===== src/rtl/smiley_game_controller_if.sv =====
// Mover-side bus of the smiley game controller: position/collision in,
// tick, restart, bounce and deduplicated collision out.
interface smiley_game_controller_if;
  logic               collision;
  logic [3:0]         HitEdgeCode;
  logic signed [10:0] topLeftY;
  logic               moverTick;
  logic               moverRestartN;
  logic               toggleY;
  logic               collisionOut;
  logic [3:0]         hitEdgeOut;

  modport master (
    input  collision, HitEdgeCode, topLeftY,
    output moverTick, moverRestartN, toggleY, collisionOut, hitEdgeOut
  );

  modport slave (
    output collision, HitEdgeCode, topLeftY,
    input  moverTick, moverRestartN, toggleY, collisionOut, hitEdgeOut
  );
endinterface


===== src/rtl/smiley_game_controller.sv =====
// Game sequencer for the bouncing smiley: state machine, lives, mover tick
// gating, ceiling-bounce request and per-frame collision deduplication.
module smiley_game_controller #(
  parameter int NUM_LIVES    = 3,
  parameter int SERVE_FRAMES = 30,
  parameter int LOST_FRAMES  = 60,
  parameter int FLOOR_Y      = 440,
  parameter int CEIL_Y       = 16
) (
  input  logic                             clk,
  input  logic                             resetN,
  input  logic                             startOfFrame,
  input  logic                             startKey,
  input  logic                             pauseKey,
  smiley_game_controller_if.master         bus,
  output logic [2:0]                       lives,
  output logic                             gameOver,
  output logic [2:0]                       state
);

  localparam int MAX_FRAMES = (SERVE_FRAMES > LOST_FRAMES) ? SERVE_FRAMES : LOST_FRAMES;
  localparam int CNT_W      = $clog2(MAX_FRAMES) + 1;
  localparam logic [CNT_W-1:0]  SERVE_LAST = CNT_W'(SERVE_FRAMES - 1);
  localparam logic [CNT_W-1:0]  LOST_LAST  = CNT_W'(LOST_FRAMES - 1);
  localparam logic [CNT_W-1:0]  CNT_ONE    = CNT_W'(1);
  localparam logic [2:0]        LIVES_INIT = 3'(NUM_LIVES);
  localparam logic signed [10:0] FLOOR_S   = 11'(FLOOR_Y);
  localparam logic signed [10:0] CEIL_S    = 11'(CEIL_Y);

  typedef enum logic [2:0] {
    S_IDLE  = 3'd0,
    S_SERVE = 3'd1,
    S_PLAY  = 3'd2,
    S_PAUSE = 3'd3,
    S_LOST  = 3'd4,
    S_OVER  = 3'd5
  } state_t;

  state_t           state_r, next_s;
  logic [CNT_W-1:0] cnt_r, cnt_next_s;
  logic [2:0]       lives_r, lives_next_s;
  logic             start_prev_r, pause_prev_r;
  logic             armed_r, reported_r;
  logic             tick_r, restart_n_r, toggle_r, coll_r, game_over_r;
  logic [3:0]       hit_r;

  logic start_rise_s, pause_rise_s, floor_s, ceil_s, report_s;

  assign start_rise_s = startKey & ~start_prev_r;
  assign pause_rise_s = pauseKey & ~pause_prev_r;
  assign floor_s      = (bus.topLeftY >= FLOOR_S);
  assign ceil_s       = (bus.topLeftY <= CEIL_S);
  // A start-of-frame clears the flag in the same cycle, so that collision still counts.
  assign report_s     = (state_r == S_PLAY) & bus.collision & (startOfFrame | ~reported_r);

  // Next-state, frame counter and lives computation.
  always_comb begin
    next_s       = state_r;
    cnt_next_s   = cnt_r;
    lives_next_s = lives_r;
    case (state_r)
      S_IDLE, S_OVER: begin
        if (start_rise_s) begin
          next_s       = S_SERVE;
          lives_next_s = LIVES_INIT;
          cnt_next_s   = '0;
        end else begin
          next_s = state_r;
        end
      end
      S_SERVE: begin
        if (startOfFrame && (cnt_r == SERVE_LAST)) begin
          next_s     = S_PLAY;
          cnt_next_s = '0;
        end else if (startOfFrame) begin
          cnt_next_s = cnt_r + CNT_ONE;
        end else begin
          cnt_next_s = cnt_r;
        end
      end
      S_PLAY: begin
        // Losing the ball outranks a simultaneous pause request.
        if (floor_s) begin
          next_s       = S_LOST;
          cnt_next_s   = '0;
          lives_next_s = (lives_r != 3'd0) ? (lives_r - 3'd1) : lives_r;
        end else if (pause_rise_s) begin
          next_s = S_PAUSE;
        end else begin
          next_s = state_r;
        end
      end
      S_PAUSE: begin
        if (pause_rise_s) begin
          next_s = S_PLAY;
        end else begin
          next_s = state_r;
        end
      end
      S_LOST: begin
        if (startOfFrame && (cnt_r == LOST_LAST)) begin
          next_s     = (lives_r != 3'd0) ? S_SERVE : S_OVER;
          cnt_next_s = '0;
        end else if (startOfFrame) begin
          cnt_next_s = cnt_r + CNT_ONE;
        end else begin
          cnt_next_s = cnt_r;
        end
      end
      default: begin
        next_s     = S_IDLE;
        cnt_next_s = '0;
      end
    endcase
  end

  // State, counters, edge detectors and registered outputs.
  always_ff @(posedge clk or negedge resetN) begin
    if (!resetN) begin
      state_r      <= S_IDLE;
      cnt_r        <= '0;
      lives_r      <= LIVES_INIT;
      start_prev_r <= 1'b0;
      pause_prev_r <= 1'b0;
      armed_r      <= 1'b1;
      reported_r   <= 1'b0;
      tick_r       <= 1'b0;
      restart_n_r  <= 1'b0;
      toggle_r     <= 1'b0;
      coll_r       <= 1'b0;
      hit_r        <= 4'd0;
      game_over_r  <= 1'b0;
    end else begin
      state_r      <= next_s;
      cnt_r        <= cnt_next_s;
      lives_r      <= lives_next_s;
      start_prev_r <= startKey;
      pause_prev_r <= pauseKey;
      tick_r       <= startOfFrame & (state_r == S_PLAY) & (next_s == S_PLAY);
      restart_n_r  <= (next_s == S_PLAY) | (next_s == S_PAUSE) | (next_s == S_LOST);
      game_over_r  <= (next_s == S_OVER);
      toggle_r     <= (state_r == S_PLAY) & ceil_s & armed_r;
      armed_r      <= !ceil_s ? 1'b1 : ((state_r == S_PLAY) ? 1'b0 : armed_r);
      reported_r   <= report_s ? 1'b1 : (startOfFrame ? 1'b0 : reported_r);
      coll_r       <= report_s;
      hit_r        <= report_s ? bus.HitEdgeCode : hit_r;
    end
  end

  assign bus.moverTick     = tick_r;
  assign bus.moverRestartN = restart_n_r;
  assign bus.toggleY       = toggle_r;
  assign bus.collisionOut  = coll_r;
  assign bus.hitEdgeOut    = hit_r;
  assign lives             = lives_r;
  assign gameOver          = game_over_r;
  assign state             = state_r;

endmodule


===== src/flat_wrapper.sv =====
// flat-port wrapper written by rule: the top's interface ports become plain ports
module smiley_game_controller_flat 
#(
  parameter int NUM_LIVES    = 3,
  parameter int SERVE_FRAMES = 30,
  parameter int LOST_FRAMES  = 60,
  parameter int FLOOR_Y      = 440,
  parameter int CEIL_Y       = 16
)
  (clk, resetN, startOfFrame, startKey, pauseKey, lives, gameOver, state, bus_collision, bus_HitEdgeCode, bus_topLeftY, bus_moverTick, bus_moverRestartN, bus_toggleY, bus_collisionOut, bus_hitEdgeOut);
  smiley_game_controller_if bus_i ();
  input  logic clk;
  input  logic resetN;
  input  logic startOfFrame;
  input  logic startKey;
  input  logic pauseKey;
  output logic [2:0] lives;
  output logic gameOver;
  output logic [2:0] state;
  input wire logic [$bits(bus_i.collision)-1:0] bus_collision;
  input wire logic [$bits(bus_i.HitEdgeCode)-1:0] bus_HitEdgeCode;
  input wire logic [$bits(bus_i.topLeftY)-1:0] bus_topLeftY;
  output wire logic [$bits(bus_i.moverTick)-1:0] bus_moverTick;
  output wire logic [$bits(bus_i.moverRestartN)-1:0] bus_moverRestartN;
  output wire logic [$bits(bus_i.toggleY)-1:0] bus_toggleY;
  output wire logic [$bits(bus_i.collisionOut)-1:0] bus_collisionOut;
  output wire logic [$bits(bus_i.hitEdgeOut)-1:0] bus_hitEdgeOut;
  assign bus_i.collision = bus_collision;
  assign bus_i.HitEdgeCode = bus_HitEdgeCode;
  assign bus_i.topLeftY = bus_topLeftY;
  assign bus_moverTick = bus_i.moverTick;
  assign bus_moverRestartN = bus_i.moverRestartN;
  assign bus_toggleY = bus_i.toggleY;
  assign bus_collisionOut = bus_i.collisionOut;
  assign bus_hitEdgeOut = bus_i.hitEdgeOut;
  smiley_game_controller #(.NUM_LIVES(NUM_LIVES), .SERVE_FRAMES(SERVE_FRAMES), .LOST_FRAMES(LOST_FRAMES), .FLOOR_Y(FLOOR_Y), .CEIL_Y(CEIL_Y)) u_core (.clk(clk), .resetN(resetN), .startOfFrame(startOfFrame), .startKey(startKey), .pauseKey(pauseKey), .bus(bus_i), .lives(lives), .gameOver(gameOver), .state(state));
endmodule

===== config.mk =====
export PLATFORM = sky130hd
export DESIGN_NAME = smiley_game_controller_flat
export DESIGN_NICKNAME = d
export VERILOG_FILES = /design/src/rtl/smiley_game_controller_if.sv /design/src/rtl/smiley_game_controller.sv /design/src/flat_wrapper.sv
export SDC_FILE = /design/constraint.sdc
export NUM_CORES = 1
export LEC_CHECK = 0
export CAP_MARGIN = 20
export CORE_MARGIN = 8
export CORE_UTILIZATION = 48
export DETAILED_ROUTE_END_ITERATION = 7
export GPL_TIMING_DRIVEN = 0
export PLACE_DENSITY = 0.81
export SYNTH_ARGS = -nofsm -noshare
export SYNTH_HDL_FRONTEND = slang
export SYNTH_SLANG_ARGS = --single-unit

===== constraint.sdc =====
create_clock -name clk -period 2.3 [get_ports clk]
set_clock_uncertainty 0.05 [all_clocks]
set_input_delay 0.69 -clock clk [delete_from_list [all_inputs] [get_ports clk]]
set_output_delay 0.69 -clock clk [all_outputs]
set_load 0.005 [all_outputs]

==> After elaboration in Yosys (flattened, before gate mapping) <==
Cells that the tools add are included.
{ "totals": {"register_bits": 26, "latch_bits": 0, "ramBits": 0, "romBits": 0, "inputBits": 21, "out_inout_bits": 15, "wordCells": 78, "memories": 0} }
{ "classes": {"add_sub_neg": 2, "multipliers": 0, "n_div": 0, "n_lt_le_gt_ge": 2, "n_eq_ne": 15, "n_shift": 0, "mux": 22, "bitwise_logic": 15, "n_reduce_logical": 9} }
{ "op_table": {"columns": ["cell", "n"], "rows": [
  ["7-bit 2-to-1 mux", 5],
  ["7-bit case mux with 5 select lines", 1],
  ["3-bit 2-to-1 mux", 10],
  ["3-bit case mux with 5 select lines", 1],
  ["3-bit by 2-bit == test with 1-bit output, second input constant", 4],
  ["3-bit == test, second input constant", 4],
  ["11-bit by 10-bit greater-or-equal comparator with 1-bit output, second input constant", 1],
  ["11-bit by 6-bit <= comparator with 1-bit output, second input constant", 1],
  ["1-bit bitwise AND", 8],
  ["7-bit by 1-bit adder with 7-bit output, second input constant", 1],
  ["7-bit by 5-bit == test with 1-bit output, second input constant", 1],
  ["7-bit by 6-bit == test with 1-bit output, second input constant", 1],
  ["2-bit by 1-bit != test with 1-bit output, second input constant", 3],
  ["3-bit case mux with 2 select lines", 1],
  ["1-bit 2-to-1 mux", 4],
  ["1-bit inverter", 4],
  ["4-bit AND reduction", 1],
  ["2-bit nonzero test", 2],
  ["3-bit by 1-bit == test with 1-bit output, second input constant", 1],
  ["3-bit logical NOT", 1],
  ["1-bit OR", 3],
  ["3-bit AND reduction", 1],
  ["3-bit nonzero test", 1],
  ["3-bit by 1-bit subtractor with 3-bit output, second input constant", 1],
  ["other kinds (3)", 4]
]} }

==> Depth between registers and ports, before layout <==
Gate-level depths: netlist of the first run.
{ "depth": {"ltp_word": 8, "mapped_depth": 8, "depth_no_buf": 7} }

==> Least setup slack after synthesis of the first run <==
No wires, ideal clock.
{ "synth_path": {"path_type": "input to register", "from": "input bus_topLeftY[4]", "to": "register u_core.cnt_r[5]", "setup_time_ns": 0.077, "t_arrival_ns": 1.795, "required_time_ns": 2.173, "setup_slack_ns": 0.378, "cell_stages": 5, "n_path_buf": 0, "cell_sequence": "a311oi_1 -> o31ai_4 -> o221ai_2 -> or3_1 -> a21oi_1"} }
{ "synth_via": {"elab_chain_cells": 3} }
{ "synth_lines": {"columns": ["item", "line", "source"], "rows": [
  ["start: declaration", "flat_wrapper.sv:22", "input wire logic [$bits(bus_i.topLeftY)-1:0] bus_topLeftY;"],
  ["11-bit by 10-bit greater-or-equal comparator with 1-bit output", "smiley_game_controller.sv:51", "assign floor_s = (bus.topLeftY >= FLOOR_S);"],
  ["2-bit by 1-bit != test with 1-bit output (no source line)", null, null],
  ["3-bit AND reduction (no source line)", null, null],
  ["end signal: assignment", "smiley_game_controller.sv:135", "cnt_r <= cnt_next_s;"],
  ["end: declaration", "smiley_game_controller.sv:40", "logic [CNT_W-1:0] cnt_r, cnt_next_s;"]
]} }
Every way passes these cells.
A chain may end at the register's enable or synchronous reset.

==> Worst setup path in the final report of the first run <==
{ "layout_path": {"from": "input bus_topLeftY[9]", "to": "register u_core.cnt_r[5]"} }
Same word-level chain as after synthesis.

==> results of run 1 <==
[Yosys cell counts (all sizes together) (3+ instances only)]
cell type	count	share of area [%]
a22o	3	2.1
inv	11	3.0
a21oi	9	3.3
nand2b	3	1.4
o21ai	8	2.9
a31oi	3	1.4
ha	4	3.6
nand3	5	1.8
nand2	14	3.8
a21boi	3	1.6
nor2	8	2.4
dfrtp	23	42
mux2	4	3.3
buf	3	1.1
dfstp	3	5.7
nor2b	4	2.0
[cells by family after synthesis]
logic type,after synthesis
AO/OA/AOI/OAI,39
XOR/XNOR,2
adder cells (fa/ha/maj),4
buffers and inverters,14
flip-flops,26
multiplexers,5
AND/OR/NAND/NOR,46
[worst max-delay path, cell delays in order]
cell             delay [ns]
clkdlybuf4s50_1        0.53
a21oi_1                0.11
o31ai_4                0.40
o221ai_4               0.23
or3_1                  0.39
a21oi_1                0.16
[cell usage in the layout (no fill, tap or decap), types with 2 or more instances in the layout]
| cell | instances |
|---|---|
| o21ai_1 | 3 |
| clkdlybuf4s50_1 | 34 |
| clkbuf_4 | 3 |
| mux2_2 | 4 |
| a21oi_1 | 9 |
| dfstp_2 | 3 |
| inv_1 | 11 |
| nand2_1 | 14 |
| buf_4 | 4 |
| a22o_2 | 2 |
| or3_1 | 2 |
| buf_2 | 3 |
| nand3_1 | 5 |
| nor2b_1 | 3 |
| nor3_1 | 2 |
| dfrtp_1 | 22 |
| ha_1 | 4 |
| nand2b_1 | 3 |
| xnor2_1 | 2 |
| nor2_1 | 7 |
| a21boi_1 | 2 |
| a31oi_1 | 3 |
| o21ai_0 | 5 |
| a21o_1 | 2 |
[worst paths after layout]
path	endpoint	slack (ns)
min	u_core.bus.toggleY$_DFF_PN0_	0.44
min reg2reg	u_core.bus.toggleY$_DFF_PN0_	0.44
min in group asynchronous	u_core.bus.hitEdgeOut[3]$_DFFE_PN0P_	0.68
max reg2reg	u_core.cnt_r[1]$_DFFE_PN0P_	0.43
max	u_core.cnt_r[5]$_DFFE_PN0P_	-0.004
max in group asynchronous	u_core.lives[0]$_DFFE_PN1P_	0.92
[metrics by stage]
stage	cells	setup TNS [ns]	setup WS, ns	cell area [sq um]	utilization [%]
floorplan	136	0	0.3778	1380	-
global placement	202	-2.118	-0.2844	1769	64.71
detailed placement	203	-2.657	-0.3659	1784	65.26
CTS	207	0	0.001945	1822	66.64
global route	211	-0.008205	-0.006553	1856	67.87
finish	211	-0.003709	-0.003709	1856	67.87
[state kept, by name, summed over array words and instances (netlist names)]
register	count
u_core.armed_r	1
u_core.bus.collisionOut	1
u_core.bus.hitEdgeOut	4
u_core.bus.moverRestartN	1
u_core.bus.moverTick	1
u_core.bus.toggleY	1
u_core.cnt_r	7
u_core.gameOver	1
u_core.lives	3
u_core.pause_prev_r	1
u_core.reported_r	1
u_core.start_prev_r	1
u_core.state	3
[what timing repair did]
item	in CTS	in global routing
buffers inserted	0	4
gates resized for setup	1	2
pin swaps	0	0
setup endpoints to repair	1	5
[area by class of cell]
type | instances | area [sq um] | share of cell area (%)
plain buffers | 3 | 15.01 | 0.8092
clock buffers | 4 | 26.28 | 1.416
inverters | 11 | 41.29 | 2.225
multi-input cells | 96 | 680.7 | 36.68
flip-flops and latches | 26 | 655.6 | 35.33
well taps | 31 | 38.79 | 2.090
repair buffers | 40 | 397.9 | 21.44
[power groups by stage]
stage / registers, W / logic [W] / clock network (W)
6_report: 0.000572 / 0.000431 / 0.000203
5_1_grt: 0.000581 / 0.000480 / 0.000228
4_1_cts: 0.000570 / 0.000411 / 0.000210
3_5_place_dp: 0.000578 / 0.000401 / 0
3_3_place_gp: 0.000574 / 0.000380 / 0
2_1_floorplan: 0.000564 / 0.000266 / 0
[metal layers]
layer	part of all wire (%)	track usage, %
met4	1.7	5.580
met1	40	14.76
met3	5.0	4.292
met5	0	0
met2	53	25.41
==> results.sh, run 1 <==
export IMPL_p_int_w=0.0007895
export IMPL_p_seq_share_pct=47.4
export IMPL_clockPowerShare_pct=16.8
export IMPL_fillCellCount=197
export IMPL_period_share_pct=100.2
export IMPL_fmax_mhz=434.1
export IMPL_die_area_sq_mm=0.004847
export IMPL_finalSetupViolations=1
export IMPL_wirelength_microns=3400
export IMPL_hold_violations=0
export IMPL_maxSlewViolCount=0
export IMPL_p_sw_w=0.0004170
export IMPL_power_total_w=0.001207
export IMPL_holdPathStages=2
export IMPL_drive_above_1_share_pct=15.56
export IMPL_syn_area_sq_mm=0.001380
export IMPL_antennaDiodeCount=0
export IMPL_yosys_mux_area_fraction_pct=3.989
export IMPL_clkTransAtPathRegs_ns=0.14
export IMPL_synth_ff_type="dfrtp_1"
export IMPL_drt_iter0_markers=62
export IMPL_grt_max_degree=15
export IMPL_crit_start="bus_topLeftY[9]"
export IMPL_hp_start="u_core.armed_r$_DFFE_PN1P_"
export IMPL_crit_path_end_kind="flop"
export IMPL_yosys_warnings=0
export IMPL_crit_fanout=9
export IMPL_rows=19
export IMPL_ys_seq_area_share_pct=47.42
export IMPL_grt_pass1_wl_microns=5582
export IMPL_dieHeight_microns=69.62
export IMPL_crit_type="in2reg"
export IMPL_synth_edf_count=0
export IMPL_required_ns=2.52
export IMPL_r2r_start="u_core.cnt_r[0]$_DFFE_PN0P_"
export IMPL_cts_buffers_inserted=3
export IMPL_grt_usage_pct=14.06
export IMPL_synth_nets=161
export IMPL_start_util_pct=50.48
export IMPL_finalWeightedCongestion=0.8423
export IMPL_dpl_hpwl_microns=2663
export IMPL_ys_types=45
export IMPL_synthSimpleGateAreaFrac_pct=18.59
export IMPL_power_density_mw_per_mm2=650.2
export IMPL_worstSkewPairLatency_ns=0.33
export IMPL_synth_top_family_by_area="compound AO/OA/AOI/OAI gates"
export IMPL_swShare_pct=34.56
export IMPL_fin_hold_ws_ns=0.4398
export IMPL_grt_pass1_vias=1224
export IMPL_post_drt_wl_per_cell_microns=16.11
export IMPL_synth_adder_area_share_pct=3.626
export IMPL_die_w_microns=69.62
export IMPL_async_reset_ff_share_pct=100.0
export IMPL_dr_pass1_iters=5
export IMPL_cap_violations=0
export IMPL_viasPerCell=5.668
export IMPL_failed_checks="setup timing"
export IMPL_numPortBuffers=35
export IMPL_peakVddDrop_mv=0.4566
export IMPL_worst_pin_slew_ns=0.6350
export IMPL_status="finished with violations"
export IMPL_maxSlewHeadroom_pct=57.53
export IMPL_postRouteAntennaNets=0
export IMPL_htreeDepth=1
export IMPL_hold_buffers=0
export IMPL_final_nets=206
export IMPL_avgSynthCellArea_sq_um=10.15
export IMPL_synth_compound_area_share_pct=21.03
export IMPL_core_sq_mm=0.002734
export IMPL_synth_cells=136
export IMPL_area_delta_synth_final_pct=34.45
export IMPL_cts_root_buffer="clkbuf_4"
export IMPL_cts_tree="built"
export IMPL_ios=36
export IMPL_finalCriticalPeriod_ns=2.304
export IMPL_combPwrFrac_pct=35.8
export IMPL_drc=0
export IMPL_cp_arrival_ns=2.52
export IMPL_hold_class="reg2reg"
export IMPL_fin_ws_ns=-0.003709
export IMPL_synth_xor_area_share_pct=1.269
export IMPL_ys_seq_elements=26
export IMPL_cts_buffer_depth=2
export IMPL_cts_sinks=26
export IMPL_rr_worst_depth=7
export IMPL_leakage_nw=0.8345
export IMPL_vias=1196
export IMPL_antenna_found_initial=0
export IMPL_grt_ovfl_total=0
export IMPL_cp_start_kind="input port"
Power figures use the tool's default switching activity.
==> inputs of run 2 (changes only) <==
--- a/config.mk
+++ b/config.mk
@@ -10,7 +10,8 @@
 export CORE_UTILIZATION = 48
 export DETAILED_ROUTE_END_ITERATION = 7
 export GPL_TIMING_DRIVEN = 0
-export PLACE_DENSITY = 0.81
+export PLACE_DENSITY = 0.76
+export SKIP_CTS_REPAIR_TIMING = 1
 export SYNTH_ARGS = -nofsm -noshare
 export SYNTH_HDL_FRONTEND = slang
 export SYNTH_SLANG_ARGS = --single-unit
==> run 2 against run 1 <==
  * The run now ends clean
  * Die area unchanged
  * Global-route usage decreased by 0.14 points
  * Routed wire length decreased by 4.7%
  * Setup slack improved by 0.11 ns
==> results.sh, run 2 (same netlist as run 1, synthesis figures left out) <==
export IMPL_status="completed"
export IMPL_crit_type="in2reg"
export IMPL_grt_max_degree=19
export IMPL_worstSkewPairLatency_ns=0.33
export IMPL_htreeDepth=1
export IMPL_regMostFlops="u_core.cnt_r"
export IMPL_crit_fanout=9
export IMPL_drive_above_1_share_pct=16.29
export IMPL_final_nets=204
export IMPL_finalCriticalPeriod_ns=2.195
export IMPL_cap_violations=0
export IMPL_core_sq_mm=0.002734
export IMPL_cts_root_buffer="clkbuf_4"
export IMPL_ios=36
export IMPL_required_ns=2.52
export IMPL_final_common_cell="clkdlybuf4s50_1"
export IMPL_period_share_pct=95.45
export IMPL_worst_pin_slew_ns=0.5187
export IMPL_fillCellCount=197
export IMPL_dp_slack_ns=-0.3100
export IMPL_hold_class="reg2reg"
export IMPL_postRouteAntennaNets=0
export IMPL_hold_violations=0
export IMPL_crit_chain="clkdlybuf4s50_1 > a311oi_2 > o31ai_4 > o221ai_4 > or3_1 > a21oi_1"
export IMPL_wirelength_microns=3239
export IMPL_grt_pass1_wl_microns=5671
export IMPL_maxSlewViolCount=0
export IMPL_area_delta_synth_final_pct=36.63
export IMPL_antennaDiodeCount=0
export IMPL_dieHeight_microns=69.62
export IMPL_instances_no_fill=209
export IMPL_power_density_mw_per_mm2=693.0
export IMPL_cp_arrival_ns=2.42
export IMPL_fmax_mhz=455.5
export IMPL_grt_ovfl_total=0
export IMPL_viasPerCell=5.431
export IMPL_tns_ns=0
export IMPL_grt_usage_pct=13.92
export IMPL_finalSetupViolations=0
export IMPL_grt_pass1_vias=1215
export IMPL_fin_ws_ns=0.1046
export IMPL_crit_path_max_incr_delay_ns=0.49
export IMPL_vias=1135
export IMPL_maxSlewHeadroom_pct=65.31
export IMPL_cp_start_kind="input port"
export IMPL_largest_register_ffs=7
export IMPL_drc=0
export IMPL_cts_buffer_depth=2
export IMPL_dr_pass1_iters=4
export IMPL_fin_util_pct=68.97
export IMPL_rows=19
export IMPL_cts_sinks=26
export IMPL_clkTransAtPathRegs_ns=0.15
export IMPL_drt_iter0_markers=62
export IMPL_layout_common_cells="35 x clkdlybuf4s50_1, 22 x dfrtp_1, 13 x nand2_1"
export IMPL_finalWeightedCongestion=0.8264
export IMPL_die_area_sq_mm=0.004847
export IMPL_cts_tree="built"
export IMPL_numPortBuffers=35
export IMPL_leakage_nw=0.8345
export IMPL_antenna_found_initial=0
export IMPL_post_drt_wl_per_cell_microns=15.50
export IMPL_cts_buffers_inserted=3
export IMPL_peakVddDrop_mv=0.5506
export IMPL_crit_slowest_cell="clkdlybuf4s50_1"
export IMPL_dpl_hpwl_microns=2551
export IMPL_grt_setup_unrepaired="no"
export IMPL_start_util_pct=50.48
export IMPL_placed_cells=203
export IMPL_crit_path_end_kind="flop"
export IMPL_die_w_microns=69.62
==> run 2: changes by cell type in the layout (fill, tap and decap cells not counted) <==
cell,previous run,this run
buf_4,4,2
buf_8,1,0
clkdlybuf4s50_1,34,35
nand2_1,14,13
a311oi_1,1,0
dlymetal6s2s_1,1,0
buf_16,0,1
bufinv_16,0,1
nand2_2,0,1
clkbuf_1,1,0
a311oi_2,0,1
==> run 2: final cells by class <==
type / count / area, sq um / share of cell area (%)
multi-input cells: 96 / 689.4 / 36.56
clock inverters: 1 / 30.03 / 1.593
well taps: 31 / 38.79 / 2.057
plain buffers: 3 / 15.01 / 0.7963
inverters: 11 / 41.29 / 2.190
repair buffers: 38 / 392.9 / 20.84
flip-flops and latches: 26 / 655.6 / 34.77
clock buffers: 3 / 22.52 / 1.194
==> run 2: report_power, final <==
group | total, W | internal (W) | switching, W
clock | 0.000320 | 0.000176 | 0.000144
sequential | 0.000568 | 0.000510 | 0.0000580
combinational | 0.000418 | 0.000201 | 0.000218
total | 0.00131 | 0.000887 | 0.000419
==> run 2: worst paths after layout <==
check                                               from                       endpoint  slack [ns]  cells past startpoint
max                                      bus_topLeftY[4]    u_core.cnt_r[5]$_DFFE_PN0P_        0.10                      6
min                        u_core.reported_r$_DFFE_PN0P_  u_core.reported_r$_DFFE_PN0P_        0.46                      2
max reg2reg                    u_core.state[1]$_DFF_PN0_      u_core.gameOver$_DFF_PN0_        0.37                      6
min reg2reg                u_core.reported_r$_DFFE_PN0P_  u_core.reported_r$_DFFE_PN0P_        0.46                      2
max in group asynchronous                         resetN     u_core.armed_r$_DFFE_PN1P_        1.02                      2
min in group asynchronous                         resetN    u_core.cnt_r[6]$_DFFE_PN0P_        0.63                      1
==> run 2: per-layer routing <==
metal / wire length, microns / GRT usage (%)
met4: 36 / 4.018
met3: 129 / 4.292
met1: 1480 / 16.29
met5: 0 / 0
met2: 1593 / 23.77
==> run 2: critical path: cells and delay by family <==
family                 cells  cell delay [ns]
buffers and inverters      1             0.49
and+or+nand+nor            1             0.37
AOI/OAI and AO/OA          4             0.86
==> run 2: per-stage QoR <==
step	power (W)	instance area, sq um	hold WS [ns]
floorplan	0.0008299	1380	0.3444
global placement	0.0009600	1769	0.4033
detailed placement	0.0009783	1797	0.4319
CTS	0.001298	1849	0.4701
global route	0.001390	1886	0.4923
finish	0.001307	1886	0.4619
